`src/rtl/bcd_disp_pkg.sv`:
```
// ---------------------------------------------------------------------------
// bcd_disp_pkg
// Shared constants and helpers for the multiplexed BCD display blocks.
//   BCD_W      : width of one BCD digit code
//   MAX_DIGITS : largest digit count any display block supports
//   VEC_W      : width of a packed digit vector at MAX_DIGITS
//   AN_OFF     : all-ones anode pattern (every digit dark); slice to width
//   digit_sel  : extract nibble idx from a packed digit vector
// ---------------------------------------------------------------------------
package bcd_disp_pkg;

  localparam int BCD_W      = 4;
  localparam int MAX_DIGITS = 8;
  localparam int VEC_W      = BCD_W * MAX_DIGITS;

  localparam logic [MAX_DIGITS-1:0] AN_OFF = '1;

  // Callers zero-extend narrower vectors and indices to the full widths.
  function automatic logic [BCD_W-1:0] digit_sel(input logic [VEC_W-1:0] vec,
                                                 input logic [2:0]       idx);
    return vec[int'(idx)*BCD_W +: BCD_W];
  endfunction

endpackage

```
`src/rtl/prescaler_tick.sv`:
```
// ---------------------------------------------------------------------------
// prescaler_tick
// Free-running modulo-PRESCALE counter shared by the display and debounce
// blocks. Counts 0..PRESCALE-1 and wraps.
// Ports:
//   clk     : system clock, rising edge
//   rst_n   : asynchronous active-low reset, clears the count to 0
//   tick    : high while the count is at its terminal value PRESCALE-1
//   at_zero : high while the count is 0
// Parameters:
//   PRESCALE : cycles per period, minimum 2
// ---------------------------------------------------------------------------
module prescaler_tick #(
  parameter int PRESCALE = 50000
) (
  input  logic clk,
  input  logic rst_n,
  output logic tick,
  output logic at_zero
);

  localparam int               CNT_W = $clog2(PRESCALE);
  localparam logic [CNT_W-1:0] LAST  = CNT_W'(PRESCALE - 1);

  logic [CNT_W-1:0] cnt_q;
  logic [CNT_W-1:0] cnt_d;

  assign tick    = (cnt_q == LAST);
  assign at_zero = (cnt_q == '0);

  always_comb begin
    cnt_d = tick ? '0 : cnt_q + 1'b1;
  end

  always_ff @(posedge clk or negedge rst_n) begin
    if (!rst_n) begin
      cnt_q <= '0;
    end else begin
      cnt_q <= cnt_d;
    end
  end

endmodule

```
`src/rtl/bcd_scan_driver.sv`:
```
// ---------------------------------------------------------------------------
// bcd_scan_driver
// Time-multiplexes NUM_DIGITS packed BCD digits onto one 4-bit bus feeding a
// BCD-to-7-segment decoder, with active-low one-hot anode strobes for a
// common-anode display. New digits are double-buffered (pending -> active)
// and only take effect at a frame boundary, so a frame never mixes loads.
// Ports:
//   clk         : system clock, rising edge
//   rst_n       : asynchronous active-low reset, blanks the display at once
//   digits_in   : packed BCD digits, digit k = digits_in[4k+3:4k], k=0 rightmost
//   load        : capture digits_in into the pending buffer
//   bcd         : registered current digit code
//   an          : registered active-low digit enables, at most one bit low
//   frame_start : registered one-cycle pulse as digit 0's slot begins
// Parameters:
//   NUM_DIGITS : 2..8
//   PRESCALE   : clk cycles per digit slot, minimum 2
// Build option:
//   BCD_SCAN_LEADING_ZERO_BLANK_EN : when defined, digits above the most
//   significant non-zero digit stay dark (digit 0 is always lit).
// ---------------------------------------------------------------------------
module bcd_scan_driver
  import bcd_disp_pkg::*;
#(
  parameter int NUM_DIGITS = 4,
  parameter int PRESCALE   = 50000
) (
  input  logic                        clk,
  input  logic                        rst_n,
  input  logic [BCD_W*NUM_DIGITS-1:0] digits_in,
  input  logic                        load,
  output logic [BCD_W-1:0]            bcd,
  output logic [NUM_DIGITS-1:0]       an,
  output logic                        frame_start
);

  localparam int                  IDX_W    = $clog2(NUM_DIGITS);
  localparam int                  DIG_W    = BCD_W * NUM_DIGITS;
  localparam logic [IDX_W-1:0]    IDX_LAST = IDX_W'(NUM_DIGITS - 1);
  localparam logic [NUM_DIGITS-1:0] AN_ALL_OFF = AN_OFF[NUM_DIGITS-1:0];

  logic                  tick;
  logic                  at_zero;
  logic                  wrap;

  logic [IDX_W-1:0]      idx_q,         idx_d;
  logic [DIG_W-1:0]      pending_q,     pending_d;
  logic [DIG_W-1:0]      active_q,      active_d;
  logic [BCD_W-1:0]      bcd_q,         bcd_d;
  logic [NUM_DIGITS-1:0] an_q,          an_d;
  logic                  frame_start_q, frame_start_d;
  logic [NUM_DIGITS-1:0] lit_mask;

  prescaler_tick #(
    .PRESCALE (PRESCALE)
  ) u_prescaler (
    .clk     (clk),
    .rst_n   (rst_n),
    .tick    (tick),
    .at_zero (at_zero)
  );

  // Frame boundary: the edge on which the digit index wraps back to 0.
  assign wrap = tick && (idx_q == IDX_LAST);

  // Slot index advances once per prescaler period.
  always_comb begin
    idx_d = idx_q;
    if (tick) begin
      idx_d = (idx_q == IDX_LAST) ? '0 : idx_q + 1'b1;
    end
  end

  // Double buffer. Using pending_d on the boundary gives the load bypass:
  // a load coinciding with the wrap edge lands in the very next frame.
  always_comb begin
    pending_d = load ? digits_in : pending_q;
    active_d  = wrap ? pending_d : active_q;
  end

`ifdef BCD_SCAN_LEADING_ZERO_BLANK_EN
  logic seen_nz;

  // Walk from the top digit down: a digit is lit once any digit at or above
  // it is non-zero. Derived from active only, so it is stable for a frame.
  always_comb begin
    seen_nz  = 1'b0;
    lit_mask = '0;
    for (int k = NUM_DIGITS - 1; k >= 0; k--) begin
      seen_nz     = seen_nz | (active_q[k*BCD_W +: BCD_W] != '0);
      lit_mask[k] = seen_nz;
    end
    lit_mask[0] = 1'b1;
  end
`else
  assign lit_mask = '1;
`endif

  // Outputs are computed from pre-edge state; the first cycle of every slot
  // is dead time with all anodes off to suppress ghosting.
  always_comb begin
    bcd_d         = digit_sel(VEC_W'(active_q), 3'(idx_q));
    an_d          = ~(NUM_DIGITS'(1) << idx_q);
    if (at_zero || !lit_mask[idx_q]) begin
      an_d = AN_ALL_OFF;
    end
    frame_start_d = at_zero && (idx_q == '0);
  end

  // State and output registers.
  always_ff @(posedge clk or negedge rst_n) begin
    if (!rst_n) begin
      idx_q         <= '0;
      pending_q     <= '0;
      active_q      <= '0;
      bcd_q         <= '0;
      an_q          <= AN_ALL_OFF;
      frame_start_q <= 1'b0;
    end else begin
      idx_q         <= idx_d;
      pending_q     <= pending_d;
      active_q      <= active_d;
      bcd_q         <= bcd_d;
      an_q          <= an_d;
      frame_start_q <= frame_start_d;
    end
  end

  assign bcd         = bcd_q;
  assign an          = an_q;
  assign frame_start = frame_start_q;

endmodule

```
`config.mk`:
```
export PLATFORM = sky130hd
export DESIGN_NAME = bcd_scan_driver
export DESIGN_NICKNAME = d
export VERILOG_FILES = /design/src/rtl/bcd_disp_pkg.sv /design/src/rtl/prescaler_tick.sv /design/src/rtl/bcd_scan_driver.sv
export SDC_FILE = /design/constraint.sdc
export NUM_CORES = 1
export LEC_CHECK = 0
export ABC_CLOCK_PERIOD_IN_PS = 6000
export CORE_UTILIZATION = 60
export CTS_BUF_LIST = sky130_fd_sc_hd__clkbuf_4 sky130_fd_sc_hd__clkbuf_8 sky130_fd_sc_hd__clkbuf_16
export CTS_CLUSTER_SIZE = 25
export DETAILED_ROUTE_END_ITERATION = 12
export PLACE_DENSITY = 0.84
export SLEW_MARGIN = 20
export SYNTH_ARGS = -nofsm -noshare
export SYNTH_HDL_FRONTEND = slang
export SYNTH_HIERARCHICAL = 1
export SYNTH_SLANG_ARGS = --single-unit
```
`constraint.sdc`:
```
create_clock -name clk -period 6 [get_ports clk]
set_input_delay 1.2 -clock clk [delete_from_list [all_inputs] [get_ports clk]]
set_output_delay 1.2 -clock clk [all_outputs]
set_load 0.05 [all_outputs]
```
# Word level (Yosys, flattened, before mapping)
# Index checks and enable logic that the tools add are counted.
totals:
  latchBits: 0
  out_inout_bits: 9
  memories: 0
  inputBits: 19
  register_bits: 59
  mem_bits_ro: 0
  mem_bits_rw: 0
  wordCells: 27
classes:
  n_mul: 0
  addsub: 2
  n_lt_le_gt_ge: 1
  eq_ne: 2
  bitwise_logic: 1
  n_reduce_logical: 6
  shifts: 2
  n_mux: 6
  n_div: 0
op_table:
  columns: ["operator", "n"]
  rows:
  - ["$mux 16", 2]
  - ["$shiftx 32x5->4", 1]
  - ["$add 16x1->16 const B", 1]
  - ["$eq 16x16->1 const B", 1]
  - ["$logic_not 16->1", 1]
  - ["$mux 4", 1]
  - ["$not 4->4", 1]
  - ["$shl 1x2->4 const A", 1]
  - ["$lt 2x3->1 const B", 1]
  - ["$add 2x1->2 const B", 1]
  - ["$bmux 1 s2", 1]
  - ["$eq 2x2->1 const B", 1]
  - ["$logic_and 1x1->1", 2]
  - ["$logic_not 2->1", 1]
  - ["$mux 2", 1]
  - ["$logic_not 1->1", 1]
  - ["$logic_or 1x1->1", 1]
  - ["$mux 1", 1]

# Longest topological paths before layout
depth:
  word_depth: 5
  mapped_depth: 7
  depth_no_buf: 6

# By module
# Netlist, hierarchy kept.
modules_own_cells:
  columns: ["mod", "cells_per_inst", "area_each_um2", "seq_area_each_um2", "n_inst"]
  rows:
  - ["bcd_scan_driver", 100, 1775.5, 1081.0, 1]
  - ["prescaler_tick", 76, 787.0, 400.4, 1]

# Least setup slack after synthesis
# No wires, ideal clock.
synth_timing:
  path_kind: "reg2reg"
  start: "reg u_prescaler.cnt_q[0]"
  end: "reg active_q[10]"
  path_slack_ps: 3805
  t_required_ps: 5875
  arrival_time_ps: 2070
  setup_time_ps: 125
  period_less_slack_ps: 2195
  path_stages_with_launch: 8
  n_path_buf: 2
  cell_sequence: "dfrtp_1 > ha_1 > nand3_4 > nor4_4 > and2_1 > buf_4 > buf_4 > mux2_4"
synth_via:
  elab_chain_len: 2
synth_lines:
  columns: ["element", "line", "rtl"]
  rows:
  - ["start: declaration", "prescaler_tick.sv:25", "logic [CNT_W-1:0] cnt_q;"]
  - ["start signal: assignment", "prescaler_tick.sv:39", "cnt_q <= cnt_d;"]
  - ["$eq 16x16->1", "prescaler_tick.sv:28", "assign tick = (cnt_q == LAST);"]
  - ["named net tick", "bcd_scan_driver.sv:42", "logic tick;"]
  - ["$logic_and 1x1->1", "bcd_scan_driver.sv:64", "assign wrap = tick && (idx_q == IDX_LAST);"]
  - ["end signal: assignment", "bcd_scan_driver.sv:122", "active_q <= active_d;"]
  - ["end: declaration", "bcd_scan_driver.sv:48", "logic [DIG_W-1:0] active_q, active_d;"]
# The timed path passes the listed nets, and every way through them passes these cells.
# A chain may end at the register's enable or synchronous reset.

# Worst setup path in the final report
layout_timing:
  start: "reg an_q[0], in the netlist an[0]"
  end: "out an[0]"
layout_lines:
  columns: ["element", "line", "rtl"]
  rows:
  - ["start: declaration", "bcd_scan_driver.sv:50", "logic [NUM_DIGITS-1:0] an_q, an_d;"]
  - ["start signal: assignment", "bcd_scan_driver.sv:124", "an_q <= an_d;"]
  - ["end: declaration", "bcd_scan_driver.sv:33", "output logic [NUM_DIGITS-1:0] an,"]
# No word-level cell between the ends.

==> run_results.csv <==
group,metric,value,unit
outcome,outcome,"complete, no violations",
clock_network,clkLatencyLatePin,0.33,ns
setup_path,cpMaxStageDelayCell,"clkdlybuf4s50_1",
routing,dr.max_layer_used,"met4",
yosys,avgSynthCellArea,14.6,um2
grt,grtUsageTotal,22.7,%
yosys,synthCells,176,
routing,wl_met1,1920,um
floorplan,io-pin-count,28,
sta,period_share,47.4,%
clock_network,cts.path.max_buffers,2,
sta,worstMarginPinSlew,0.965,ns
routing,drtIter0Drc,112,
sta,tns,0,ns
routing,wl,4250,um
sta,max_clock_freq,352,MHz
setup_path,crit_family,"buffers and inverters",
floorplan,rows,23,
cells_and_area,multi_input_area,1000,um2
cells_and_area,final_cell_mix,"dfrtp_1, clkdlybuf4s50_1, mux2_4",
yosys,ys_warn_count,6,
clock_network,cts_tree,"built",
setup_path,cpPeakStageDelay,0.79,ns
routing,first_pass_iters,4,
cells_and_area,seq_area,1480,um2
setup_path,cp.required,4.80,ns
place,dp_cells,249,
place,globalplace.congestion,0.799,
clock_network,cts_made_buffers,9,
flow_run,max_cap_viol_count,0,
sta,relSlewSlack,35.5,%
cells_and_area,final_common_cell,"dfrtp_1",
min_path,hold_path_depth,1,
cells_and_area,diodes,0,
clock_network,cts_resized,0,
power,powerDensity,275,nW/um2
clock_network,path_clk_slew,0.07,ns
sta,slew_viol_final,0,
floorplan,initial_utilization,63.2,%
yosys,seq_area_frac_synth,57.8,%
clock_network,htreeDepth,3,
setup_path,critPathKind,"reg2out",
sta,setup_violations,0,
sta,hold_violations,0,
grt,grt_pass1_vias,1431,
yosys,syn-cell-area,2560,um2
yosys,synth_xor_area_share,4.79,%
setup_path,cp.depth,1,
routing,dr_wl_met3,213,um
setup_path,crit_fanout,1,
place,post-dp-hpwl,2820,um
cells_and_area,area_delta_synth_final,19.5,%
setup_path,r2r_cells,5,
power,ir_drop,251,uV
grt,grt_max_degree,60,
routing,wl_per_cell,16.0,um
setup_path,critical_path.startpoint_type,"flip-flop",
routing,met2_length,2050,um
clock_network,cts_hold_buf,0,
cells_and_area,final_util,75.5,%
clock_network,cts_sinks,59,
grt,grt_antenna_before_repair,0,
floorplan,coreArea,4060,um2
yosys,synth_top_family_by_area,"multiplexers",
yosys,yosysUniqueCellTypes,28,
yosys,synth_compound_area_share,0.391,%
min_path,hp-class,"reg2reg",
clock_network,postCtsSetupBuffers,0,
grt,overflow,0,
sta,period_minus_slack,2.84,ns
setup_path,crit_buf_inv,1,
setup_path,path_cells,"clkdlybuf4s50_1",
cells_and_area,fillerInstances,243,
yosys,synth-simple-area-share,10.5,%
cells_and_area,layout.nets,235,
floorplan,die_w,67.4,um
yosys,synth_fp_nets,201,
routing,detail-route-antenna-nets,0,
sta,fin_skew,0.00937,ns
floorplan,die_area,4540,um2
yosys,ys_ff_latch,59,
routing,remaining_drc_errors,0,
routing,via_per_inst,5.49,
floorplan,die_y,67.4,um
clock_network,cts_root_buf,"clkbuf_8",
setup_path,arrival,1.64,ns
routing,dr_total_vias,1454,
yosys,synthMuxAreaShare,20.5,%
power,leakage,1.41,nW
cells_and_area,drive_above_1_share,28.4,%
sta,grt_setup_unrepaired,"false",
place,io_buffers,27,
cells_and_area,finalNonFillerCells,265,
yosys,synth_fa_ha_area_share,2.93,%
grt,grt_first_pass_wirelength,7030,um
setup_path,crit_path_end_kind,"primary output",
-- final timing paths --
path	start	endpoint	slack (ns)
setup / recovery	an[0]	an[0]	3.16
hold / removal	pending_q[8]	pending_q[8]	0.49
setup reg to reg	u_prescaler/cnt_q[0]	active_q[15]	3.23
hold reg to reg	pending_q[8]	pending_q[8]	0.49
max in group asynchronous	rst_n	u_prescaler/cnt_q[0]	4.52
min in group asynchronous	rst_n	active_q[8]	1.01
-- cells by family (layout without fill, tap and decap cells) --
family          after synthesis  in the layout
flops                        59             59
compound gates                2              2
simple gates                 47             47
fa+ha+maj                     6              6
xor+xnor                     14             14
buf+inv                      12             51
mux                          36             36
-- registers in the layout, indices dropped and copies added (netlist names) --
signal	flops
frame_start	1
an	4
pending_q	16
idx_q	2
active_q	16
u_prescaler/cnt_q	16
bcd	4
-- cells in the mapped netlist (all sizes together) --
master	number	area, um2
mux4	4	90.1
dfstp	4	105
xor2	5	43.8
nand2	6	22.5
nor4b	1	8.76
o21ai	2	10.0
inv	7	26.3
mux2	32	435
nand3	4	32.5
and2	2	12.5
or3b	1	8.76
nand2b	4	25.0
nor4	5	46.3
ha	6	75.1
nor2b	1	6.26
nor2	12	45.0
dfrtp	55	1380
xnor2	9	78.8
nor3	5	25.0
nand4	5	31.3
and3	1	6.26
buf	5	51.3
-- area by class of cell --
type	count	share of cell area (%)
Clock buffer	9	4.05
Sequential cell	59	48.4
Multi-Input combinational cell	105	32.8
Clock inverter	7	2.98
Tap cell	50	2.04
Inverter	7	0.858
Timing Repair Buffer	28	8.91
-- worst register-to-register path: stages (launching register included) --
cell and delay (ns):
dfrtp_1 0.41, ha_1 0.25, nand3_4 0.15, nor4_4 0.63, and2_1 0.81, mux2_2 0.43
-- stage by stage --
step           instance area (um2)  setup slack [ns]  hold WS [ns]  power (mW)
2_1_floorplan                 2560              3.80         0.468       0.440
3_3_place_gp                  2850              2.92         0.477       0.459
3_5_place_dp                  2850              2.87         0.479       0.463
4_1_cts                       3060              3.13         0.497       0.852
5_1_grt                       3060              2.99         0.507       0.876
6_report                      3060              3.16         0.495       0.842
-- per-layer routing --
layer / vias to the layer above / track usage, %
li1: 677 / -
met1: 734 / 29.6
met2: 36 / 32.6
met3: 7 / 9.63
met4: 0 / 10.6
met5: - / 0
-- power by group --
| group | switching, mW | internal [mW] | leakage (nW) |
|---|---|---|---|
| combinational | 0.0181 | 0.0247 | 0.538 |
| clock | 0.155 | 0.233 | 0.109 |
| sequential | 0.00316 | 0.409 | 0.760 |
(Power assumes the default switching activity.)
